## config.mk

```make
export PLATFORM = sky130hd
export DESIGN_NAME = glitch_trig_delay
export DESIGN_NICKNAME = d
export VERILOG_FILES = /design/src/rtl/glitch_trig_delay.sv
export SDC_FILE = /design/constraint.sdc
export NUM_CORES = 1
export LEC_CHECK = 0
export BUFFER_PORTS_ARGS = -buffer_cell sky130_fd_sc_hd__buf_2
export CAP_MARGIN = 20
export CORE_UTILIZATION = 45
export CTS_CLUSTER_SIZE = 30
export DETAILED_ROUTE_END_ITERATION = 10
export GPL_TIMING_DRIVEN = 0
export PLACE_DENSITY_LB_ADDON = 0.1
export SYNTH_ARGS = -nofsm -noshare
export SYNTH_HDL_FRONTEND = slang
export SYNTH_SLANG_ARGS = --single-unit
```

## constraint.sdc

```tcl
create_clock -name clk -period 2.9 [get_ports clk]
set_input_delay 0.58 -clock clk [delete_from_list [all_inputs] [get_ports clk]]
set_output_delay 0.58 -clock clk [all_outputs]
set_load 0.005 [all_outputs]
```

## src/rtl/glitch_trig_delay.sv

```systemverilog
// -----------------------------------------------------------------------------
// glitch_trig_delay
//
// Trigger conditioning stage that drives glitch_clk_fast.trig. It synchronises
// the asynchronous target trigger and detects its rising edge. On an edge seen
// while ARMED it waits a programmable number of clk cycles and then issues one
// registered trig pulse of programmable length. After that it spends HOLDOFF
// cycles in a holdoff state and disarms.
//
// Optional feature macro: GLITCH_TRIG_REARM_EN
//   Defined   : after HOLDOFF the FSM returns to ARMED and reuses the latched
//               delay/length. It keeps re-arming until abort or rst.
//   Undefined : one-shot. The FSM returns to IDLE and needs a fresh arm.
//
// Ports:
//   clk         fast glitch clock (same clock as glitch_clk_fast)
//   rst         synchronous active-high reset
//   ext_trig    asynchronous trigger from the target
//   arm         one-cycle arm request (honoured in IDLE only)
//   abort       cancel any operation; wins over everything except rst
//   delay       cycles from the detected edge to the pulse, sampled on arm
//   pulse_len   trig high time in cycles, sampled on arm (0 acts as 1)
//   trig        registered, glitch-free pulse to glitch_clk_fast.trig
//   armed       high while waiting for an edge
//   busy        high in DELAY, PULSE or HOLDOFF
//   done        one-cycle pulse in the first HOLDOFF cycle
//   fire_count  number of pulses issued, wraps, cleared only by rst
// -----------------------------------------------------------------------------
module glitch_trig_delay #(
  parameter int DELAY_W     = 16,
  parameter int LEN_W       = 8,
  parameter int SYNC_STAGES = 2,
  parameter int HOLDOFF     = 4
) (
  input  logic               clk,
  input  logic               rst,
  input  logic               ext_trig,
  input  logic               arm,
  input  logic               abort,
  input  logic [DELAY_W-1:0] delay,
  input  logic [LEN_W-1:0]   pulse_len,
  output logic               trig,
  output logic               armed,
  output logic               busy,
  output logic               done,
  output logic [7:0]         fire_count
);

  localparam int HW = $clog2(HOLDOFF + 1);

  typedef enum logic [2:0] {
    S_IDLE,
    S_ARMED,
    S_DELAY,
    S_PULSE,
    S_HOLDOFF
  } state_t;

  state_t state_q, state_d;

  logic [SYNC_STAGES-1:0] sync_q;
  logic [SYNC_STAGES-1:0] settle_q;
  logic                   prev_q;
  logic                   sync_out;
  logic                   settle_full;
  logic                   trig_edge;

  logic [DELAY_W-1:0] delay_q, dcnt_q;
  logic [LEN_W-1:0]   len_q, pcnt_q;
  logic [HW-1:0]      hcnt_q;

  logic trig_d, armed_d, busy_d, done_d;

  assign sync_out    = sync_q[SYNC_STAGES-1];
  assign settle_full = settle_q[SYNC_STAGES-1];
  assign trig_edge   = sync_out & ~prev_q;

  // State register, synchroniser, edge detect, registered outputs.
  // NOTE: sequential state uses non-blocking assignments so every flop
  // samples the pre-edge value of every other flop.
  always_ff @(posedge clk) begin
    if (rst) begin
      state_q    <= S_IDLE;
      sync_q     <= '0;
      settle_q   <= '0;
      prev_q     <= 1'b1;
      trig       <= 1'b0;
      armed      <= 1'b0;
      busy       <= 1'b0;
      done       <= 1'b0;
      fire_count <= '0;
    end else begin
      state_q  <= state_d;
      sync_q   <= {sync_q[SYNC_STAGES-2:0], ext_trig};
      settle_q <= {settle_q[SYNC_STAGES-2:0], 1'b1};
      // The synchroniser comes out of reset full of zeros. Holding "previous"
      // high until it has refilled with real samples stops a trigger that was
      // high through reset from looking like a fresh rising edge.
      prev_q   <= settle_full ? sync_out : 1'b1;
      trig     <= trig_d;
      armed    <= armed_d;
      busy     <= busy_d;
      done     <= done_d;
      if (state_d == S_PULSE && state_q != S_PULSE) begin
        fire_count <= fire_count + 8'd1;
      end
    end
  end

  // Datapath: latched settings and down-counters.
  // NOTE: these registers are deliberately not reset; each one is loaded
  // before any state reads it, so a reset would only add routing.
  always_ff @(posedge clk) begin
    if (state_q == S_IDLE && state_d == S_ARMED) begin
      delay_q <= delay;
      len_q   <= (pulse_len == '0) ? LEN_W'(1) : pulse_len;
    end
    if (state_d == S_DELAY && state_q != S_DELAY) begin
      dcnt_q <= delay_q;
    end else if (state_q == S_DELAY) begin
      dcnt_q <= dcnt_q - DELAY_W'(1);
    end
    if (state_d == S_PULSE && state_q != S_PULSE) begin
      pcnt_q <= len_q;
    end else if (state_q == S_PULSE) begin
      pcnt_q <= pcnt_q - LEN_W'(1);
    end
    if (state_d == S_HOLDOFF && state_q != S_HOLDOFF) begin
      hcnt_q <= HW'(HOLDOFF);
    end else if (state_q == S_HOLDOFF) begin
      hcnt_q <= hcnt_q - HW'(1);
    end
  end

  // Next-state logic.
  // NOTE: the default assignment first keeps this block free of latches.
  always_comb begin
    state_d = state_q;
    if (abort) begin
      state_d = S_IDLE;
    end else begin
      unique case (state_q)
        S_IDLE:    if (arm) state_d = S_ARMED;
        S_ARMED:   if (trig_edge) state_d = (delay_q == '0) ? S_PULSE : S_DELAY;
        S_DELAY:   if (dcnt_q == DELAY_W'(1)) state_d = S_PULSE;
        S_PULSE:   if (pcnt_q == LEN_W'(1)) state_d = S_HOLDOFF;
        S_HOLDOFF: begin
          if (hcnt_q == HW'(1)) begin
`ifdef GLITCH_TRIG_REARM_EN
            state_d = S_ARMED;
`else
            state_d = S_IDLE;
`endif
          end
        end
        default:   state_d = S_IDLE;
      endcase
    end
  end

  // Output decode from the next state. The results are registered above, so
  // trig comes straight from a flop and cannot glitch.
  always_comb begin
    trig_d  = (state_d == S_PULSE);
    armed_d = (state_d == S_ARMED);
    busy_d  = (state_d inside {S_DELAY, S_PULSE, S_HOLDOFF});
    done_d  = (state_d == S_HOLDOFF) && (state_q != S_HOLDOFF);
  end

endmodule
```

Word-level counts from Yosys, hierarchy flattened
Cells that the tools add are included.
{"block": "classes", "add_sub_neg": 4, "n_reduce_logical": 11, "bitwise_logic": 3, "n_mux": 13, "n_eq_ne": 14}
{"cell": "$mux 16", "n": 2}
{"cell": "$mux 3", "n": 6}
{"cell": "$eq 16x1->1 const B", "n": 1}
{"cell": "$logic_not 16->1", "n": 1}
{"cell": "$mux 8", "n": 2}
{"cell": "$sub 16x1->16 const B", "n": 1}
{"cell": "$pmux 3 s5", "n": 1}
{"cell": "$eq 3x2->1 const B", "n": 4}
{"cell": "$eq 3x1->1 const B", "n": 3}
{"cell": "$add 8x1->8 const B", "n": 1}
{"cell": "$eq 8x1->1 const B", "n": 1}
{"cell": "$logic_not 8->1", "n": 1}
{"cell": "$sub 8x1->8 const B", "n": 1}
{"cell": "$eq 3x3->1 const B", "n": 2}
{"cell": "$ne 3x2->1 const B", "n": 2}
{"cell": "$logic_and 1x1->1", "n": 4}
{"cell": "$reduce_bool 2->1", "n": 2}
{"cell": "$logic_not 3->1", "n": 1}
{"cell": "$ne 3x3->1 const B", "n": 1}
{"cell": "$reduce_bool 3->1", "n": 1}
{"cell": "$sub 3x1->3 const B", "n": 1}
{"cell": "$mux 1", "n": 2}
{"cell": "$not 1->1", "n": 2}
{"cell": "$reduce_or 2->1", "n": 1}
{"cell": "$and 1x1->1", "n": 1}
{"block": "word_totals", "inputBits": 29, "out_inout_bits": 12, "register_bits": 71, "wordCells": 60}

Logic depth before layout (Yosys ltp)
Gate-level depths: netlist of the first run.
{"block": "depth", "ltp_word": 8, "depth_mapped": 9, "depth_no_buf": 7}

Worst setup path after synthesis of the first run
OpenSTA, ideal clock, no wires.
{"block": "synth_timing", "path_kind": "register to register", "start": "register pcnt_q[2]", "end": "register dcnt_q[0] (enable)", "slack_ns": 0.276, "stages_incl_launch_ff": 6, "arrival_time_ns": 2.229, "synth_period_minus_slack_ns": 2.624, "n_path_buf": 0, "path_cell_list": "edfxtp_1 > nor4_4 > a211oi_1 > a22oi_2 > nand2_1 > o22ai_1"}
{"block": "synth_via", "elab_chain_len": 7}
{"element": "start: declaration", "line": "69", "source": "logic [LEN_W-1:0] len_q, pcnt_q;"}
{"element": "start signal: assignment", "line": "124", "source": "pcnt_q <= len_q;"}
{"element": "start signal: assignment", "line": "126", "source": "pcnt_q <= pcnt_q - LEN_W'(1);"}
{"element": "$eq 8x1->1", "line": "146", "source": "S_PULSE: if (pcnt_q == LEN_W'(1)) state_d = S_HOLDOFF;"}
{"element": "$mux 3", "line": "146"}
{"element": "$pmux 3 s5", "line": "142", "source": "unique case (state_q)"}
{"element": "$mux 3", "line": "139", "source": "if (abort) begin"}
{"element": "$eq 3x2->1", "line": "118", "source": "if (state_d == S_DELAY && state_q != S_DELAY) begin"}
{"element": "$logic_and 1x1->1", "line": "118"}
{"element": "$reduce_bool 2->1 (no line)"}
{"element": "end signal: assignment", "line": "119", "source": "dcnt_q <= delay_q;"}
{"element": "end signal: assignment", "line": "121", "source": "dcnt_q <= dcnt_q - DELAY_W'(1);"}
{"element": "end: declaration", "line": "68", "source": "logic [DELAY_W-1:0] delay_q, dcnt_q;"}
Every way passes these cells.
A chain may end at the register's enable or synchronous reset.

Worst setup path after layout of the first run
{"block": "layout_timing", "start": "register pcnt_q[2]", "end": "register dcnt_q[12], data pin"}
{"block": "layout_via", "elab_chain_len": 7}
{"element": "$eq 8x1->1", "line": "146"}
{"element": "$mux 3", "line": "146"}
{"element": "$pmux 3 s5", "line": "142"}
{"element": "$mux 3", "line": "139"}
{"element": "$eq 3x2->1", "line": "118"}
{"element": "$logic_and 1x1->1", "line": "118"}
{"element": "$mux 16", "line": "118"}
Every way passes these cells.

==> results of run 1 <==
## flip-flops by register name (all words and copies together), names as in the netlist, 2 cells and up
signal,count
settle_q,2
len_q,8
sync_q,2
hcnt_q,3
state_q,3
fire_count,8
dcnt_q,16
delay_q,16
pcnt_q,8
## cell usage after synthesis, types with 2 or more instances
cell type	instances	area share [%]
nand2b_1	4	0.73
a211oi_1	7	1.5
nand2_1	16	1.7
nand3_1	6	0.87
mux2_4	9	3.9
ha_1	7	2.6
nor4_1	11	2.0
buf_6	2	0.66
nand4_1	3	0.55
xnor2_1	8	2.0
nor3b_1	4	0.87
a21o_1	2	0.44
nor2b_1	12	2.2
inv_1	13	1.4
clkbuf_1	11	1.2
dfxtp_1	23	13
and3_1	3	0.55
o21ai_0	6	0.87
nor3_1	10	1.5
a21oi_1	3	0.44
mux2_2	20	6.6
xor2_1	11	2.8
and2_1	2	0.36
edfxtp_1	48	42
mux2i_1	4	1.2
nor2_1	21	2.3
## layer usage
layer / GRT usage [%] / vias up
li1: - / 1126
met1: 20.35 / 1074
met2: 29.56 / 34
met3: 5.817 / 7
met4: 6.061 / 0
met5: 0 / -
## where the power goes
group | leakage (nW) | internal (W) | switching, W
combinational | 0.767 | 0.0000341 | 0.0000457
sequential | 0.610 | 0.00111 | 0.0000124
clock | 0.103 | 0.000485 | 0.000384
total | 1.48 | 0.00162 | 0.000442
## through the flow
step | utilization [%] | hold slack (ns) | power, W | TNS (ns)
after floorplan | - | 0.3434 | 0.001180 | 0
after global placement | 51.25 | 0.3495 | 0.001218 | -10.19
after detailed placement | 51.34 | 0.3513 | 0.001221 | -4.943
after CTS | 54.36 | 0.3814 | 0.002095 | 0
after global routing | 54.57 | 0.3809 | 0.002150 | 0
final | 54.57 | 0.3709 | 0.002066 | 0
## kinds of logic (layout without fill, tap and decap cells)
family | after synthesis | in the layout | share of synthesized area, %
adders and majority gates | 7 | 7 | 2.551
AOI/OAI and AO/OA | 25 | 25 | 5.175
xor gates and xnor gates | 19 | 19 | 4.847
buffers and inverters | 29 | 85 | 4.154
and+or+nand+nor | 100 | 100 | 16.22
DFF | 71 | 71 | 55.39
muxes | 33 | 33 | 11.66
## worst max path at each step
stage                from         end  cells after the start
4_1_cts        delay_q[9]   pcnt_q[6]                      6
2_1_floorplan   pcnt_q[2]   dcnt_q[0]                      5
3_3_place_gp    pcnt_q[2]   dcnt_q[8]                      5
6_report        pcnt_q[2]  dcnt_q[12]                      7
5_1_grt        delay_q[9]  dcnt_q[10]                      8
3_5_place_dp   delay_q[9]    len_q[7]                      6
## area by class of cell
cell class                      instances  area, um^2  area share (%)
Timing Repair Buffer                   40       200.2           5.005
Clock inverter                          7       96.34           2.409
Clock buffer                            9       123.9           3.097
Tap cell                               99       123.9           3.097
Multi-Input combinational cell        184        1411           35.28
Sequential cell                        71        1902           47.54
Buffer                                 16       93.84           2.346
Inverter                               13       48.80           1.220
==> impl_results.md, run 1 <==
* Final GP Congestion at 0.8255
* Root Driver: clkbuf_8
* Routed wl met2 at 3084 um
* DRT antenna net count at 0
* Met3 wire len at 197 um
* Core area at ~0.0073 mm^2
* Synth Cell Area at between 0.003 and 0.004 mm^2
* CP top delay family: simple AND/OR/NAND/NOR gates
* I/O pin count at 41
* Total CTS buffers at 9
* Min Clock Period, post-route at 2.632 ns
* Post-Place Setup Slack at -0.2074 ns
* CP Cell Sequence: nor4_4 > a211oi_1 > a22oi_2 > and4bb_1 > buf_6 > buf_12 > mux2_4
* Outcome: finished, final reports clean
* Initial antenna violation count at 0
* Worst hold endpoint: prev_q
* Final worst path period share at 90.75%
* Net count, final at approximately 370
* Clock sinks at slightly above 70
* Final hold vios at 0
* Final setup violation count at 0
* Die X at 89.35 um
* Drt drc at 0
* Setup WS post-layout at about 0.27 ns
* Slew Limit Fails at 0
* Vias at roughly 2200
* Hold_sp: settle_q[1]
* RSZ-0062 raised after global routing: false
* Antenna diodes at 0
* Synthesis Warnings at 0
* Worst R2R End: dcnt_q[12]
* HP Class: reg2reg
* Static leakage at 1.480 nW
* Clk buf depth at 2
* Syn nets at between 300 and 400
* Clock Latency Late Sink at about 0.35 ns
* HPWL Detailed at 4403 um
* Slowest stage delay, CP at 0.48 ns
* Fill count at around 650
* Element type at the critical path end: flop
* Critical path fanouts, max at 10
* Power Dens Cells at 516.5 mW/mm^2
* Tot GR Track Use at 17.30%
* WL/cell at between 10 and 15 um
* CP arrival at 2.73 ns
* Critical path class: reg2reg
* Most frequent cells in the layout: edfxtp_1, buf_2, dfxtp_1
* Placement Cell Area at 0.003764 mm^2
* FF-to-FF setup slack at between 0.2 and 0.3 ns
* DR pass1 iterations at 4
* Number of synthesized flops with an enable pin at between 40 and 50
* Maxcap violations at 0
* Slowest stage cell on the critical path: edfxtp_1
* Hold Crit Depth at 1
* WL met1 at 2723 um
* Layout cells sized above 1 at 28.24%
* Maximum vdd ir drop at 0.0002808 V
* Initial DRC count at 76
* Clk pin slew, worst setup/hold paths at 0.08 ns
* Reg-to-Reg Start: pcnt_q[2]
* Worst path bufs/invs at 2
* Worst-Margin Slew at 0.6032 ns
* Final wirelength at 6088 um
* Port-buffer cells at 40
* Post-CTS Hold Fix Bufs at 0
* Syn avg cell area at 12.09 um^2
* Layout Skew at 0.008983 ns
* # Post-CTS Setup Buffers at 0
* TritonCTS clock tree: built
* H-tree depth at 3
* Startpoint Class: flop
* Non-filler instance count after layout at 439
* Largest net degree at the start of global routing at 25
* Top_reg_cell synth: edfxtp_1
* Design area at 0.004000 mm^2
* Cells after Synth at 284
* Highest clock rate at between 0.3 and 0.4 GHz
* Die Y at roughly 89 um
* Worst EP required at 3.00 ns
* Rows at 31
* Worst Reg-to-Reg Cells at 7
* Vias per cell at 5.105
* Area Overhead vs Synth at 16.51%
* Most common cell after layout, fill and taps aside: edfxtp_1
* Distinct cells, synth at 44
* Die area at ~0.008 mm^2
* Placed insts at 423
* Max-slew headroom at 59.79%
* Post-CTS Resized at 1
* Initial Util at 46.83%
* First-pass GRT wire length at 10040 um
* Number of synthesized register bits at 71
* Uppermost layer routed: met4
* Fraction of registers with async set/reset at 0%
* Register area share after synthesis at between 50% and 60%
* Grt ovf at 0
* Vias in the first global route at 2143
Note: power is estimated with default switching activity, not from simulation.
==> run 2: changes to the inputs <==
--- a/config.mk
+++ b/config.mk
@@ -5,6 +5,7 @@
 export SDC_FILE = /design/constraint.sdc
 export NUM_CORES = 1
 export LEC_CHECK = 0
+export ABC_AREA = 1
 export BUFFER_PORTS_ARGS = -buffer_cell sky130_fd_sc_hd__buf_2
 export CAP_MARGIN = 20
 export CORE_UTILIZATION = 45
==> run 2 against run 1 <==
Worst setup slack improved by 0.076 ns. Cell count increased by 21%. Hold slack better by 0.021 ns. Clock skew rose by 0.0040 ns. Total power decreased by 3.1%. Core utilization grew 0.15 points. Sequential power hardly changed. Routed wire length is 12% higher. Register-to-register slack improved by 0.08 ns. Area after synthesis grew 0.51%. Sequential share of layout area down 0.13 points. Die area increased by 0.50%. Critical endpoint is now delay_q[8]. Highest routed layer unchanged.
==> impl_results.md, run 2 <==
* Post-CTS Hold Fix Bufs at 0
* Vias per cell at 4.932
* Final hold vios at 0
* Worst EP required at just under 3 ns
* Post-synth top area cell: edfxtp_1
* Most common cell after layout, fill and taps aside: nand2_1
* Maximum vdd ir drop at 0.0002843 V
* Clk pin slew, worst setup/hold paths at 0.09 ns
* Reg area at approximately 0.0019 mm^2
* CP top delay family: simple AND/OR/NAND/NOR gates
* Vias in the first global route at approximately 2500
* RSZ-0062 raised after global routing: false
* Highest clock rate at 0.3912 GHz
* Port-buffer cells at 39
* Slowest stage delay, CP at 0.44 ns
* Die X at 89.57 um
* Critical path class: reg2reg
* Drt drc at 0
* Element type at the critical path end: flop
* Total CTS buffers at 9
* Synth top area cells: edfxtp_1, dfxtp_1, nand2_1
* Post-CTS Resized at 0
* Worst path bufs/invs at 3
* Layout Skew at approximately 0.013 ns
* Fill count at 652
* WL/cell at 12.90 um
* Slowest stage cell on the critical path: edfxtp_1
* Most frequent cell after synthesis: nand2_1
* Power Dens Cells at 498.9 mW/mm^2
* Tot GR Track Use at between 10% and 20%
* Initial Util at 47.07%
* Setup WS post-layout at 0.3440 ns
* Placement Cell Area at ~0.0038 mm^2
* Top_reg_cell synth: edfxtp_1
* Register area share after synthesis at a little under three fifths
* Maxcap violations at 0
* Distinct cells, synth at 29
* Final setup violation count at 0
* Area Overhead vs Synth at 16.24%
* Final worst path period share at between 80% and 90%
* Net count, final at 462
* Startpoint Class: flop
* Final Util at 54.72%
* HPWL Detailed at between 5000 and 6000 um
* Design area at 0.004011 mm^2
* Vias at 2614
* Worst-Margin Slew at 0.8892 ns
* Die area at ~0.0080 mm^2
* CP Cell Sequence: nor2_1 > nand2_1 > nor2_1 > nand2_1 > nor2_1 > nor2_1 > nand2_1 > nand2_2 > buf_6 > nor4_4 > buf_6 > buf_6
* Total power at between 0.002 and 0.0025 W
* Multi-input gate area at between 0.001 and 0.0015 mm^2
* CP dominant cell by count: nor2_1
* Synthesis Warnings at 0
* Cells after Synth at between 300 and 400
* Syn avg cell area at 9.227 um^2
* Number of synthesized flops with an enable pin at 48
* Top flop regs: dcnt_q (16), delay_q (16)
* Static leakage at 1.688 nW
* Most frequent cells in the layout: nand2_1, nor2_1, edfxtp_1
* Synth top area share at approximately two fifths
* Initial antenna violation count at 0
* Most frequent cells after synthesis: nand2_1, nor2_1, edfxtp_1
* Post-Place Setup Slack at 0.3077 ns
* Synth Cell Area at 0.003451 mm^2
* DRT antenna net count at 0
* # Post-CTS Setup Buffers at 0
* Fraction of registers with async set/reset at 0%
* HP Class: reg2reg
* Slew Limit Fails at 0
* I/O pin count at 41
* DR pass1 iterations at 4
* Syn nets at 410
* Final wirelength at 6838 um
* Min Clock Period, post-route at 2.556 ns
* Antenna diodes at 0
* Core area at 0.007331 mm^2
* Clock Latency Late Sink at approximately 0.35 ns
* TritonCTS clock tree: built
* CP arrival at about 2.6 ns
* Root Driver: clkbuf_8
* Layout cells sized above 1 at 17.63%
* Clk buf depth at 2
* Largest net degree at the start of global routing at 17
* Outcome: finished, final reports clean
* First-pass GRT wire length at between 10000 and 15000 um
* Clock sinks at 71
* Die Y at between 80 and 90 um
* Rows at 31
* Critical path fanouts, max at 10
* Number of synthesized register bits at 71
* Initial DRC count at slightly above 80
* Max-slew headroom at 40.71%
* Setup TNS at 0 ns
* Grt ovf at 0
* Final GP Congestion at 0.8054
* H-tree depth at 3
[run 2: changes by cell type in the layout (fill, tap and decap cells not counted), moves of 17 or more]
cell     previous run  this run
mux2_2             20         0
nand4_1             3        25
inv_1              13        30
nor2_1             21        63
nand2_1            16        84
[run 2: cells by family after synthesis]
family,after synthesis,synth area share (%)
AOI/OAI and AO/OA,23,3.662
adders and majority gates,7,2.538
buffers and inverters,51,7.215
and+or+nand+nor,200,25.89
xor gates and xnor gates,22,5.584
DFF,71,55.11
[run 2: worst paths after layout]
kind / startpoint / to / slack (ns) / depth (start not counted)
max reg2reg: dcnt_q[4] / delay_q[8] / 0.34 / 12
min reg2reg: settle_q[1] / prev_q / 0.39 / 1
min: settle_q[1] / prev_q / 0.39 / 1
max: dcnt_q[4] / delay_q[8] / 0.34 / 12
[run 2: layout make-up]
cell class | count | area share (%)
inverters | 31 | 2.901
flip-flops and latches | 71 | 47.41
plain buffers | 20 | 3.306
clock buffers | 9 | 3.088
clock inverters | 7 | 1.903
multi-input cells | 252 | 32.88
repair buffers | 41 | 5.427
well taps | 99 | 3.088
[run 2: metal layers]
layer  wire, um  GRT usage, %  vias up
li1           -             -     1343
met4        122         6.782        0
met2       3391         33.13       46
met3        249         5.850       13
met5          0             0        -
met1       3074         22.47     1212
[run 2: worst register-to-register path, stage by stage, from the launching register on]
cell      delay (ns)
edfxtp_1        0.44
nor2_1          0.18
nand2_1         0.13
nor2_1          0.10
nand2_1         0.05
nor2_1          0.13
nor2_1          0.05
nand2_1         0.13
nand2_2         0.10
buf_6           0.16
nor4_4          0.39
buf_6           0.23
buf_6           0.16
[run 2: stage by stage]
| step | hold WS [ns] | std cells |
|---|---|---|
| global placement | 0.3544 | 512 |
| floorplan | 0.3504 | 374 |
| global route | 0.3784 | 530 |
| detailed placement | 0.3652 | 514 |
| CTS | 0.3865 | 530 |
| finish | 0.3923 | 530 |
[run 2: power by group]
part           switching, W  total (W)  internal (W)  leakage [nW]
combinational     0.0000450  0.0000783     0.0000332         0.963
sequential        0.0000104    0.00111       0.00110         0.627
clock              0.000406   0.000812      0.000406        0.0987
